$ cat src/rtl/mem_port_arbiter.sv
// Round-robin arbiter sharing one byte-wide memory port between the CPU (C) and the loader (L).
// Optional grant locking for bursts is compiled in with `define MEM_PORT_ARBITER_LOCK_EN.
module mem_port_arbiter #(
    parameter int AW      = 8,
    parameter int DW      = 8,
    parameter int MEM_LAT = 1
) (
    input  logic          clk,
    input  logic          reset,
    input  logic          c_req,
    input  logic          c_we,
    input  logic [AW-1:0] c_addr,
    input  logic [DW-1:0] c_wdata,
    input  logic          c_lock,
    output logic          c_ack,
    output logic [DW-1:0] c_rdata,
    input  logic          l_req,
    input  logic          l_we,
    input  logic [AW-1:0] l_addr,
    input  logic [DW-1:0] l_wdata,
    input  logic          l_lock,
    output logic          l_ack,
    output logic [DW-1:0] l_rdata,
    output logic          mem_en,
    output logic          mem_we,
    output logic [AW-1:0] mem_addr,
    output logic [DW-1:0] mem_wdata,
    input  logic [DW-1:0] mem_rdata,
    output logic          owner,
    output logic          busy
);

    localparam logic [1:0] IDLE  = 2'd0;
    localparam logic [1:0] ISSUE = 2'd1;
    localparam logic [1:0] WAIT  = 2'd2;
    localparam logic [1:0] ACK   = 2'd3;

    localparam logic [3:0] LAT_INIT = 4'(MEM_LAT - 1);

    logic [1:0]    state_reg;
    logic [3:0]    cnt_reg;
    logic          owner_reg;
    logic          mem_we_reg;
    logic [AW-1:0] mem_addr_reg;
    logic [DW-1:0] mem_wdata_reg;
    logic [DW-1:0] c_rdata_reg;
    logic [DW-1:0] l_rdata_reg;

    logic          grant_valid;
    logic          grant_sel;
    logic          lock_hold;

`ifdef MEM_PORT_ARBITER_LOCK_EN
    // Remembers whether the owner asked to keep the port at its last ACK;
    // only meaningful in the IDLE cycle that immediately follows ACK.
    logic lock_reg;

    always_ff @(posedge clk) begin
        if (reset) begin
            lock_reg <= 1'b0;
        end else begin
            lock_reg <= (state_reg == ACK) && (owner_reg ? l_lock : c_lock);
        end
    end

    assign lock_hold = lock_reg && (owner_reg ? l_req : c_req);
`else
    logic unused_lock;
    assign unused_lock = c_lock ^ l_lock;
    assign lock_hold   = 1'b0;
`endif

    always_comb begin
        grant_valid = c_req | l_req;
        grant_sel   = owner_reg;
        if (lock_hold) begin
            grant_sel = owner_reg;
        end else if (c_req && l_req) begin
            grant_sel = ~owner_reg;
        end else begin
            grant_sel = l_req;
        end
    end

    always_ff @(posedge clk) begin
        if (reset) begin
            state_reg     <= IDLE;
            cnt_reg       <= 4'd0;
            owner_reg     <= 1'b1;
            mem_we_reg    <= 1'b0;
            mem_addr_reg  <= '0;
            mem_wdata_reg <= '0;
            c_rdata_reg   <= '0;
            l_rdata_reg   <= '0;
        end else begin
            case (state_reg)
                IDLE: begin
                    if (grant_valid) begin
                        owner_reg     <= grant_sel;
                        mem_we_reg    <= grant_sel ? l_we    : c_we;
                        mem_addr_reg  <= grant_sel ? l_addr  : c_addr;
                        mem_wdata_reg <= grant_sel ? l_wdata : c_wdata;
                        state_reg     <= ISSUE;
                    end
                end
                ISSUE: begin
                    if (mem_we_reg) begin
                        state_reg <= ACK;
                    end else begin
                        cnt_reg   <= LAT_INIT;
                        state_reg <= WAIT;
                    end
                end
                WAIT: begin
                    if (cnt_reg == 4'd0) begin
                        if (owner_reg) begin
                            l_rdata_reg <= mem_rdata;
                        end else begin
                            c_rdata_reg <= mem_rdata;
                        end
                        state_reg <= ACK;
                    end else begin
                        cnt_reg <= cnt_reg - 4'd1;
                    end
                end
                default: begin
                    state_reg <= IDLE;
                end
            endcase
        end
    end

    assign mem_en    = (state_reg == ISSUE);
    assign mem_we    = mem_we_reg;
    assign mem_addr  = mem_addr_reg;
    assign mem_wdata = mem_wdata_reg;
    assign c_ack     = (state_reg == ACK) && !owner_reg;
    assign l_ack     = (state_reg == ACK) &&  owner_reg;
    assign c_rdata   = c_rdata_reg;
    assign l_rdata   = l_rdata_reg;
    assign owner     = owner_reg;
    assign busy      = (state_reg != IDLE);

endmodule

$ cat config.mk
export PLATFORM = sky130hd
export DESIGN_NAME = mem_port_arbiter
export DESIGN_NICKNAME = d
export VERILOG_FILES = /design/src/rtl/mem_port_arbiter.sv
export SDC_FILE = /design/constraint.sdc
export NUM_CORES = 1
export LEC_CHECK = 0
export CAP_MARGIN = 10
export CORE_ASPECT_RATIO = 0.7
export CORE_MARGIN = 2
export CORE_UTILIZATION = 41
export DETAILED_ROUTE_END_ITERATION = 7
export HOLD_SLACK_MARGIN = 0.06
export PLACE_DENSITY = 0.86
export SYNTH_ARGS = -nofsm -noshare
export SYNTH_HDL_FRONTEND = slang
export SYNTH_SLANG_ARGS = --single-unit
export TNS_END_PERCENT = 50
$ cat constraint.sdc
create_clock -name clk -period 1.9 [get_ports clk]
set_input_delay 0.38 -clock clk [delete_from_list [all_inputs] [get_ports clk]]
set_output_delay 0.38 -clock clk [all_outputs]
set_load 0.05 [all_outputs]
* After elaboration in Yosys (flattened, before gate mapping)
Cells that the tools add are included.
W data, S select, Z words.
** Storage, ports and cells
- Register bits :: 40
- Input port bits :: 48
- Output and inout port bits :: 38
- Logic and storage cells :: 42
** Operators by class
- Add/subtract/negate cells :: 1
- Eq/ne operators :: 7
- Multiplexer cells :: 11
- Bitwise gates (word level) :: 2
- Reductions and logical operators :: 13
** Operator list (number)
- $mux W8 :: 2
- $reduce_and A3 Y1 :: 3
- $mux W4 :: 2
- $ne A2 B2 Y1 const B :: 4
- $pmux W4 S2 :: 1
- $pmux W2 S3 :: 1
- $eq A2 B2 Y1 const B :: 2
- $logic_not A4 Y1 :: 1
- $mux W2 :: 2
- $reduce_and A2 Y1 :: 2
- $reduce_bool A2 Y1 :: 2
- $sub A4 B1 Y4 const B :: 1
- $logic_and A1 B1 Y1 :: 3
- $mux W1 :: 3
- $eq A2 B1 Y1 const B :: 1
- $logic_not A2 Y1 :: 1
- $logic_not A1 Y1 :: 1
- $not A1 Y1 :: 1
- $or A1 B1 Y1 :: 1

* Depth between registers and ports, before layout
Gate-level depths: netlist (run 1).
- Word-level depth :: 3
- Depth in mapped cells :: 7
- Gate-level depth less buffers :: 5

* Least setup slack after synthesis (run 1)
Ideal clock, no wire load.
- Kind :: register -> output
- Start :: reg owner_reg (netlist: owner)
- End :: out c_ack
- Data arrival time :: 1.307 ns
- Required time :: 1.520 ns
- Slack :: 0.213 ns
- Stages on the path, launching flop included :: 2
- Buffers on the path :: 0
- Path through :: dfxtp_1 -> nor2b_1
** Between the ends
- Longest elaborated chain between the ends :: 2
** Ends and longest elaborated chain
- start, declared :: RTL line 42 : logic owner_reg;
- start signal, assigned :: RTL line 99 : owner_reg <= grant_sel;
- $logic_not A1 Y1 :: RTL line 137 : assign c_ack = (state_reg == ACK) && !owner_reg;
- $logic_and A1 B1 Y1 :: RTL line 137
- end, declared :: RTL line 15 : output logic c_ack,
Every way passes these cells.

* Worst setup path in the final report (run 1)
- Start :: reg c_rdata_reg[6] (netlist: c_rdata[6])
- End :: out c_rdata[6]
** RTL lines
- start, declared :: RTL line 46 : logic [DW-1:0] c_rdata_reg;
- start signal, assigned :: RTL line 119 : c_rdata_reg <= mem_rdata;
- end, declared :: RTL line 16 : output logic [DW-1:0] c_rdata,
No word-level cell between the ends.

==> results of run 1 <==
==> layout make-up <==
cell class	count	area, sq um	area share
tap	55	68.8	0.0234
clock inverter	2	60.1	0.0204
multi-input combinational	134	1000	0.340
sequential	40	801	0.272
inverter	5	18.8	0.00638
timing repair buffer	88	926	0.315
clock buffer	5	68.8	0.0234
==> layout by cell type, fill, tap and decap left out, types with 2 or more instances in the layout <==
cell type / netlist / routed
buf_4: 1 / 10
o21ai_0: 4 / 4
a211oi_1: 18 / 18
nand2b_1: 26 / 26
buf_12: 1 / 7
nor2_1: 19 / 19
ha_1: 5 / 5
inv_1: 5 / 5
nand4_1: 3 / 3
clkbuf_8: 0 / 5
nor2b_1: 3 / 3
a21oi_1: 5 / 5
bufinv_16: 0 / 2
mux2i_1: 34 / 34
clkdlybuf4s50_1: 0 / 71
dfxtp_1: 40 / 40
==> routing by layer <==
layer	GRT usage	wire (um)
met5	0	0
met2	0.323	2120
met4	0.0884	80
met3	0.0496	218
met1	0.235	2040
==> where the power goes <==
group / switching [mW] / internal, mW
logic: 1.37 / 0.869
registers: 0.132 / 1.05
clock network: 0.287 / 0.517
total: 1.79 / 2.43
==> cell families (layout without fill, tap and decap cells) <==
group                      Yosys count  after routing  synth area share
adders and majority gates            5              5            0.0328
DFF                                 40             40             0.420
and+or+nand+nor                     60             60             0.179
buffers and inverters               18            100            0.0558
AOI/OAI and AO/OA                   34             34             0.128
muxes                               35             35             0.184
==> final timing paths <==
path / endpoint / slack (ps)
min: l_rdata[1]$_SDFFE_PP0P_ / 480
max reg2reg: state_reg[0]$_SDFFE_PP0P_ / 200
min reg2reg: l_rdata[1]$_SDFFE_PP0P_ / 480
max: c_rdata[6] / 60
==> cell usage after synthesis, types with 2 or more instances <==
cell type  count  area, sq um
nor2b_1        3         18.8
nor2_1        19         71.3
mux2i_1       34          340
buf_6          2         22.5
buf_2          3         15.0
a21oi_1        5         25.0
nand4_1        3         18.8
dfxtp_1       40          801
o21ai_0        4         20.0
nand2b_1      26          163
ha_1           5         62.6
a211oi_1      18          135
clkbuf_1       6         22.5
inv_1          5         18.8
==> through the flow <==
stage	utilization	power [mW]	hold WS, ps	cell area (sq um)	cells
after floorplan	-	2.67	476	1910	192
after global placement	0.639	3.40	463	2810	322
after detailed placement	0.639	3.44	464	2810	322
after CTS	0.668	4.25	479	2940	329
after global routing	0.668	4.45	503	2940	329
final	0.668	4.22	480	2940	329
==> worst register-to-register path: stages (launching register included) <==
cell and delay (ps):
dfxtp_1 340, inv_1 80, ha_1 210, or3b_4 430, a22oi_2 190, mux2_2 350
==> metrics.txt, run 1 <==
GRT overflow=0; worst min-delay path category=reg -> reg; Final Hold Vio Count=0; root buffer cell=clkbuf_8; Tmin final=1840 ps; H-tree level count=2; Leak=1.15 nW; startpoint types=flop; Top FF cell, synth=dfxtp_1; GP Congestion=0.821; die area=5220 sq um; Area Overhead vs Synth=54.3%; Async SR Flop Fraction=0; WHS Path Cells=2; WS Path Type=reg -> out; Nets=327; critical path arrival=1460 ps; R2R depth=5; Mapped Avg Cell Area=9.93 sq um; Vias=1633; reg-to-reg startpoint=cnt_reg[0]$_SDFFE_PP0P_; fin worst setup slack=60.0 ps; drt drc=0; Slew @ Worst Pin=521 ps; Worst path depth=1; Initial Util=0.433; cell family with most CP delay=buffers and inverters; post-CTS sizing=0; clk_lat worst skew=290 ps; Slew HR=0.652; final period utilization=0.968; CTS Hold Buffers Added=0; vias in the first global route=1614; Clock Tree Buf Depth=2; Post-Syn Instances=192; DRT iter0 DRCs=78; CP peak stage delay=820 ps; setup slack at placement=136 ps; RSZ-0062 raised after global routing=no; post-DR vias/cell=4.96; die height=61.1 um; CTS Buf Count=5; global-route wire length before repair=7590 um; synthesized area=1910 sq um; Reg clk slew, reported paths=80 ps; Filler Cells Inserted=351; Critical Path RT=1520 ps; Max Slew Vio Count=0; worst hold path startpoint=l_rdata[1]$_SDFFE_PP0P_; HPWL after DPL=3340 um; Detailed Route WL=4470 um; CP bufs+invs=1; outcome=completed; Routed Antenna Nets=0; initial antenna violation count=0; Yosys warnings=0; Net Count, Synth=245; Post-CTS Setup Bufs=0; Pre-antenna DRT Iters=4; largest net degree at the start of global routing=51; I/O pin count=86; n_diodes=0; share of cells above drive strength 1=0.117; setup tns final=0 ps; Slowest-stage cell, CP=clkdlybuf4s50_1; PwrDens=1440 nW/um^2; die width=85.5 um; Seq/Total Area, Yosys=0.420; gr usage total=0.191; CTS tree=done; synth unique cells=33; Synth Register Bits=40; worst-path fanout max=2; Worst setup EP type=output port; Clock Skew=10.9 ps; Post-synth EDFFs=0; num rows=20; # clock sinks=40; wire per inst=13.6 um; Peak VDD IR=1.35 mV; # setup viols final=0; max-cap violation count=0; number of port buffers=83; CP Cell Sequence=clkdlybuf4s50_1; fmax=543 MHz; crit path launch=c_rdata[6]$_SDFFE_PP0P_; Core Area=4400 sq um
(Power assumes the default switching activity.)
==> run 2, diff against run 1 <==
--- a/config.mk
+++ b/config.mk
@@ -11,7 +11,9 @@
 export CORE_UTILIZATION = 41
 export DETAILED_ROUTE_END_ITERATION = 7
 export HOLD_SLACK_MARGIN = 0.06
+export MAX_ROUTING_LAYER = met4
 export PLACE_DENSITY = 0.86
+export SLEW_MARGIN = 20
 export SYNTH_ARGS = -nofsm -noshare
 export SYNTH_HDL_FRONTEND = slang
 export SYNTH_SLANG_ARGS = --single-unit
==> metrics.txt, run 2 (synthesized netlist as in run 1, its figures left out) <==
WS Path Type=reg -> out; cell family with most CP delay=buffers and inverters; WHS=480 ps; H-tree level count=2; initial antenna violation count=0; max-cap violation count=0; Reg clk slew, reported paths=80 ps; Clock Skew=9.67 ps; post-CTS sizing=0; DRT iter0 DRCs=86; wire per inst=13.6 um; Routed Antenna Nets=0; Leak=1.15 nW; critical path arrival=1460 ps; Slowest-stage cell, CP=clkdlybuf4s50_1; most common cell after layout, fill and taps aside=clkdlybuf4s50_1; num rows=20; met3 WL post-DR=177 um; worst min-delay path category=reg -> reg; PwrDens=1440 nW/um^2; routed wl met2=2150 um; Area Overhead vs Synth=54.3%; Vias=1641; setup tns final=0 ps; largest net degree at the start of global routing=51; Final Total Pwr=4.22 mW; Pre-antenna DRT Iters=4; vias in the first global route=1620; outcome=completed; Final Hold Vio Count=0; clk_lat worst skew=290 ps; post-DR vias/cell=4.99; fmax=543 MHz; CP peak stage delay=820 ps; GP Congestion=0.834; most frequent cells in the layout=clkdlybuf4s50_1, dfxtp_1, mux2i_1; drt drc=0; # setup viols final=0; Max Slew Vio Count=0; # clock sinks=40; Peak VDD IR=1.35 mV; CTS Hold Buffers Added=0; WL met1=2090 um; top sig layer=met4; Slew HR=0.650; GRT overflow=0; Critical Path RT=1520 ps; Worst setup EP type=output port; final period utilization=0.970; Detailed Route WL=4480 um; worst-path fanout max=2; HPWL after DPL=3340 um; Tmin final=1840 ps; n_diodes=0; CTS tree=done; share of cells above drive strength 1=0.117; die area=5220 sq um; die width=85.5 um; Initial Util=0.433; Final Util=0.668; Post-CTS Setup Bufs=0; CP Cell Sequence=clkdlybuf4s50_1; root buffer cell=clkbuf_8; global-route wire length before repair=7610 um; RSZ-0062 raised after global routing=no; Slew @ Worst Pin=523 ps; gr usage total=0.198; CP bufs+invs=1; CTS Buf Count=5; number of port buffers=83; Nets=327; I/O pin count=86; die height=61.1 um; Clock Tree Buf Depth=2; startpoint types=flop; Core Area=4400 sq um
## run 2: final timing paths
| kind | endpoint | startpoint | cells after the start | slack, ps |
|---|---|---|---|---|
| max | c_rdata[6] | c_rdata[6]$_SDFFE_PP0P_ | 1 | 60 |
| min | l_rdata[1]$_SDFFE_PP0P_ | l_rdata[1]$_SDFFE_PP0P_ | 2 | 480 |
| min reg2reg | l_rdata[1]$_SDFFE_PP0P_ | l_rdata[1]$_SDFFE_PP0P_ | 2 | 480 |
| max reg2reg | state_reg[0]$_SDFFE_PP0P_ | cnt_reg[0]$_SDFFE_PP0P_ | 5 | 200 |
## run 2: area by class of cell
cell class / count / area [sq um]
clock buffer: 5 / 68.8
clock inverter: 2 / 60.1
fill: 351 / 1460
inverter: 5 / 18.8
multi-input combinational: 134 / 1000
sequential: 40 / 801
tap: 55 / 68.8
timing repair buffer: 88 / 926
## run 2: power breakdown
part           internal (mW)  switching (mW)  total (mW)  leakage, nW
Clock                  0.517           0.286       0.803       0.0642
Combinational          0.869            1.37        2.24        0.761
Sequential              1.05           0.133        1.18        0.328
Total                   2.43            1.79        4.22         1.15
## run 2: per-stage QoR
stage | worst slack [ps] | std cells | area [sq um]
after floorplan | 213 | 192 | 1910
after global placement | 161 | 322 | 2810
after detailed placement | 136 | 322 | 2810
after CTS | 44.7 | 329 | 2940
after global routing | 3.79 | 329 | 2940
final | 57.3 | 329 | 2940
## run 2: per-layer routing
metal  track usage  vias up
met4        0.0884        0
met3        0.0429        6
met2         0.321       37
met1         0.242      764
li1              -      834
met5             -        -
